## config.mk

```make
export PLATFORM = sky130hd
export DESIGN_NAME = logic_gate_unit
export DESIGN_NICKNAME = d
export VERILOG_FILES = /design/src/rtl/logic_gate_pkg.sv /design/src/rtl/logic_gate_core.sv /design/src/rtl/logic_gate_unit.sv
export SDC_FILE = /design/constraint.sdc
export NUM_CORES = 1
export LEC_CHECK = 0
export ABC_AREA = 0
export CELL_PAD_IN_SITES_DETAIL_PLACEMENT = 0
export CELL_PAD_IN_SITES_GLOBAL_PLACEMENT = 2
export CORE_ASPECT_RATIO = 2
export CORE_MARGIN = 2
export CORE_UTILIZATION = 28
export CTS_CLUSTER_DIAMETER = 50
export DETAILED_ROUTE_END_ITERATION = 7
export PLACE_DENSITY = 0.89
export SYNTH_ARGS = -nofsm -noshare
export SYNTH_HDL_FRONTEND = slang
export SYNTH_SLANG_ARGS = --single-unit
```

## constraint.sdc

```tcl
create_clock -name clk -period 1.8 [get_ports clk]
set_input_delay 0.54 -clock clk [delete_from_list [all_inputs] [get_ports clk]]
set_output_delay 0.54 -clock clk [all_outputs]
set_load 0.02 [all_outputs]
```

## src/rtl/logic_gate_pkg.sv

```systemverilog
`default_nettype none
// ============================================================================
// Module      : logic_gate_pkg
// Description : Shared definitions for the logic gate unit: the 3-bit gate
//               opcode enumeration and the default operand / counter widths.
// Revision    : 1.0 - initial release
// ============================================================================
package logic_gate_pkg;

    // Default operand/result width and transaction counter width.
    localparam int LGU_WIDTH = 8;
    localparam int LGU_CNT_W = 16;

    // Gate select encoding carried on in_op / out_op.
    typedef enum logic [2:0] {
        OP_NOT  = 3'd0,
        OP_AND  = 3'd1,
        OP_OR   = 3'd2,
        OP_NAND = 3'd3,
        OP_NOR  = 3'd4,
        OP_XOR  = 3'd5,
        OP_XNOR = 3'd6,
        OP_BUF  = 3'd7
    } gate_op_e;

endpackage : logic_gate_pkg
`default_nettype wire

```

## src/rtl/logic_gate_core.sv

```systemverilog
`default_nettype none
// ============================================================================
// Module      : logic_gate_core
// Description : Purely combinational bitwise gate. Selects one of eight
//               operations on a and b; b is unused for NOT and BUF.
// Ports       : op [2:0]       gate select (gate_op_e)
//               a, b [WIDTH]   operands
//               y [WIDTH]      bitwise result
// Revision    : 1.0 - initial release
// ============================================================================
module logic_gate_core
    import logic_gate_pkg::*;
#(
    parameter int WIDTH = LGU_WIDTH
) (
    input  gate_op_e           op,
    input  logic [WIDTH-1:0]   a,
    input  logic [WIDTH-1:0]   b,
    output logic [WIDTH-1:0]   y
);

    always_comb begin
        y = '0;
        case (op)
            OP_NOT:  y = ~a;
            OP_AND:  y = a & b;
            OP_OR:   y = a | b;
            OP_NAND: y = ~(a & b);
            OP_NOR:  y = ~(a | b);
            OP_XOR:  y = a ^ b;
            OP_XNOR: y = ~(a ^ b);
            OP_BUF:  y = a;
            default: y = '0;
        endcase
    end

endmodule : logic_gate_core
`default_nettype wire

```

## src/rtl/logic_gate_unit.sv

```systemverilog
`default_nettype none
// ============================================================================
// Module      : logic_gate_unit
// Description : Bitwise gate unit with a valid/ready input, a single-slot
//               registered output (1-cycle latency, full throughput), an
//               accepted-transaction counter and optional result reductions.
// Ports       : clk, rst_n                  clock, async active-low reset
//               in_valid/in_ready           input handshake
//               in_op[2:0], in_a, in_b      opcode and operands
//               out_valid/out_ready         output handshake
//               out_y, out_op[2:0]          registered result and its opcode
//               out_red[2:0]                {^y, |y, &y} of out_y
//               txn_count[CNT_W]            accepted transactions (wrapping)
// Config      : LOGIC_GATE_UNIT_REDUCE_EN - when defined out_red is
//               registered with the result; otherwise it is tied to zero.
// Revision    : 1.0 - initial release
// ============================================================================
module logic_gate_unit
    import logic_gate_pkg::*;
#(
    parameter int WIDTH = LGU_WIDTH,
    parameter int CNT_W = LGU_CNT_W
) (
    input  logic               clk,
    input  logic               rst_n,
    input  logic               in_valid,
    output logic               in_ready,
    input  logic [2:0]         in_op,
    input  logic [WIDTH-1:0]   in_a,
    input  logic [WIDTH-1:0]   in_b,
    output logic               out_valid,
    input  logic               out_ready,
    output logic [WIDTH-1:0]   out_y,
    output logic [2:0]         out_op,
    output logic [2:0]         out_red,
    output logic [CNT_W-1:0]   txn_count
);

    localparam logic [0:0] ST_EMPTY = 1'b0;
    localparam logic [0:0] ST_FULL  = 1'b1;

    logic [0:0]       state;
    logic             accept;
    logic [WIDTH-1:0] gate_y;

    // The slot can take a new result whenever it is empty or is being drained
    // this cycle; this gives one result per cycle with no bubble.
    assign out_valid = (state == ST_FULL);
    assign in_ready  = !out_valid || out_ready;
    assign accept    = in_valid && in_ready;

    logic_gate_core #(
        .WIDTH (WIDTH)
    ) u_core (
        .op (gate_op_e'(in_op)),
        .a  (in_a),
        .b  (in_b),
        .y  (gate_y)
    );

    always_ff @(posedge clk or negedge rst_n) begin
        if (!rst_n) begin
            state     <= ST_EMPTY;
            out_y     <= '0;
            out_op    <= '0;
            txn_count <= '0;
        end else begin
            case (state)
                ST_EMPTY: if (accept)                 state <= ST_FULL;
                ST_FULL:  if (out_ready && !accept)   state <= ST_EMPTY;
                default:                              state <= ST_EMPTY;
            endcase
            // Operands are captured only on accept, so the held result stays
            // stable while the consumer stalls.
            if (accept) begin
                out_y     <= gate_y;
                out_op    <= in_op;
                txn_count <= txn_count + 1'b1;
            end
        end
    end

`ifdef LOGIC_GATE_UNIT_REDUCE_EN
    always_ff @(posedge clk or negedge rst_n) begin
        if (!rst_n) begin
            out_red <= 3'b000;
        end else if (accept) begin
            out_red <= {^gate_y, |gate_y, &gate_y};
        end
    end
`else
    assign out_red = 3'b000;
`endif

endmodule : logic_gate_unit
`default_nettype wire

```

==> results.md <==
* Outcome: complete, no violations
* Max-cap violations at 0
* Asr flop ratio synth at 100%
* Row cnt at 43
* TritonCTS buffer count at 3
* All-layer global routing usage at 13.3%
* Fin nets at 337
* PwrDens at 695 mW/mm²
* Cell area after layout at 0.00302 mm²
* FMAX at 569 MHz
* CTS clock-pin slew for the worst setup and hold paths at 0.06 ns
* Leakage at 1.63 nW
* Main area contributors after synthesis: dfrtp_1, ha_1, nand2_1
* Setup Skew at 0.00397 ns
* Worst EP arrival at 1.22 ns
* Share of post-route cells with drive strength above 1 at 20.3%
* Cell-internal power at 1.41 mW
* Fill cells at 739
* DIE AREA at 0.00784 mm²
* Post-synthesis cell area at 0.00199 mm²
* Final antenna-violating net count at 0
* CTS root buffer: clkbuf_16
* CTS Sinks at 28
* Utilization after layout at 43.9%
* Largest stage delay, worst path at 0.61 ns
* Combinational power share at 37.1%
* H-tree depth at 1
* Vias at 1796
* Register bit count reported by yosys at 28
* Pins over their slew limit at 0
* Cell taking the most area after synthesis: dfrtp_1
* Ant diodes at 0
* Setup repair after global routing missed its margin: true
* Clock Path Buffers at 2
* WP buf/inv at 1
* Dpl cell area at 0.00278 mm²
* Routed len/inst at 12.7 µm
* Die Height at 123 µm
* Largest net degree at the start of global routing at 29
* Final WL at 4.89 mm
* Starting Density at 28.9%
* Post-route minimum period at 1.76 ns
* Initial antenna violation count at 0
* Vias in the first global route at 1795
* Post-Syn Instances at 221
* EDFF count, synth at 0
* CTS tree: done
* Hold WC Path Type: reg -> reg
* Synth top area share at 35.2%
* Setup violators final at 0
* Flop pwr share at 39.9%
* I/O Pins at 55
* Port-buffer cells at 51
* Worst-path cell chain: clkdlybuf4s50_1
* Max rail drop VDD at 0.365 mV
* Top_reg_cell synth: dfrtp_1
* Mean area per synthesized cell at 9.00 µm²
* Via-to-Cell Ratio at 4.66
* Clock power share at 23.1%
* Global route overflow at 0
* Worst path required time at 1.26 ns
* Core ar. at 0.00689 mm²
* Netlist cell types at 35
* Switching share of total power at 32.7%
* Endpoints failing hold at 0
* Area Overhead vs Synth at 51.8%
* Crit path max fanout at 2
* Die Wd at 63.6 µm
* First-pass GRT wire length at 8.27 mm
* CP startpoint kind: register
* Crit-path leading delay family: buffers and inverters
* CP Class: reg -> out
* Dpl cells at 380
* Slowest cell on crit path: clkdlybuf4s50_1
* TritonRoute pass-1 iters at 4
* Fin cells at 385
* GP Congestion at 0.742
* Hpwl dp at 3.82 mm
* DRC viols at 0
* Starting DRC count in detailed routing at 107
* Crit. End Element: output pin
* Number of synthesis warnings at 0
* CTS hold repair buffers at 0
* NetSw at 0.685 mW
* Crit share post-route at 97.7%
* Total power at 2.10 mW
* Register area share after synthesis at 35.2%
* Worst-skew pair later-pin latency at 0.26 ns
## timing repair
item / CTS / global route
cloned: 1 / 0
pin swaps: 3 / 6
setup endpoints to repair: 23 / 20
setup buffers: 0 / 1
gates resized for setup: 38 / 35
## final timing paths
| path | startpoint | end | slack [ns] | cells after the start |
|---|---|---|---|---|
| max in group asynchronous | rst_n | out_valid$_DFF_PN0_ | 0.88 | 2 |
| worst max-delay path | out_y[2]$_DFFE_PN0P_ | out_y[2] | 0.04 | 1 |
| worst max register to register | txn_count[0]$_DFFE_PN0P_ | txn_count[14]$_DFFE_PN0P_ | 0.37 | 5 |
| worst min register to register | txn_count[15]$_DFFE_PN0P_ | txn_count[15]$_DFFE_PN0P_ | 0.47 | 1 |
| min in group asynchronous | rst_n | txn_count[4]$_DFFE_PN0P_ | 0.65 | 2 |
| worst min-delay path | txn_count[15]$_DFFE_PN0P_ | txn_count[15]$_DFFE_PN0P_ | 0.47 | 1 |
## logic make-up after synthesis
kind of cell	share of synthesized area, %
AOI/OAI and AO/OA	12.2
xor gates and xnor gates	6.60
adders and majority gates	10.7
buffers and inverters	8.05
DFF	35.2
muxes	6.04
other	0.188
and+or+nand+nor	21.0
## synth_stat cells (all sizes together) (3+ instances only)
cell type   n
nand2b      8
xnor2      13
a32oi       3
mux2i      12
ha         17
nand4       3
and3        7
and2        3
a211oi      4
clkbuf      5
nand3       6
a221oi      7
inv        18
dfrtp      28
buf        11
nor3b       7
nand2      38
o21ai      11
## cell type report
| class | count | area, µm² | share of cell area [%] |
|---|---|---|---|
| inverter | 18 | 67.6 | 2.24 |
| sequential | 28 | 701 | 23.2 |
| multi-input combinational | 161 | 1240 | 40.9 |
| clock buffer | 3 | 75.1 | 2.49 |
| tap | 90 | 113 | 3.73 |
| timing repair buffer | 85 | 828 | 27.4 |
## power groups by stage
stage,combinational (mW),sequential [mW],clock [mW]
detailed placement,0.797,0.855,0
finish,0.778,0.836,0.484
floorplan,0.280,0.962,0
global route,0.849,0.857,0.530
global placement,0.785,0.850,0
CTS,0.775,0.840,0.505
## through the flow
step	setup slack, ns	TNS (ns)	hold WS [ns]
global placement	-0.439	-3.77	0.460
floorplan	0.0851	0	0.244
detailed placement	-0.468	-4.30	0.461
CTS	-0.00527	-0.00527	0.474
global route	-0.0314	-0.0796	0.502
finish	0.0411	0	0.471
## layer usage
layer / GRT usage (%) / wire length (µm) / vias to the layer above
met4: 6.25 / 97 / 0
met2: 26.0 / 2810 / 45
li1: - / - / 903
met3: 1.82 / 196 / 4
met1: 13.5 / 1780 / 844
met5: 0 / 0 / -
## sequential cells by signal, indices dropped and copies added, names as in the netlist
register   flops
txn_count     16
out_op         3
out_valid      1
out_y          8
## layout by cell type (no fill, tap or decap), types with 4 or more instances in the layout
| cell | synthesis | layout |
|---|---|---|
| a211oi_1 | 4 | 4 |
| dlymetal6s2s_1 | 0 | 17 |
| and3_1 | 7 | 7 |
| o21ai_0 | 11 | 7 |
| nand2b_1 | 8 | 7 |
| inv_1 | 18 | 11 |
| nand3_1 | 6 | 6 |
| buf_4 | 5 | 29 |
| dfrtp_1 | 28 | 28 |
| xnor2_1 | 13 | 13 |
| ha_4 | 0 | 5 |
| nor3b_1 | 7 | 4 |
| clkdlybuf4s50_1 | 0 | 12 |
| buf_6 | 1 | 4 |
| mux2i_1 | 12 | 12 |
| inv_2 | 0 | 7 |
| dlygate4sd2_1 | 0 | 20 |
| o21ai_1 | 0 | 4 |
| ha_1 | 17 | 12 |
| a221oi_1 | 6 | 5 |
| nand2_1 | 38 | 38 |
(Power assumes the default switching activity.)
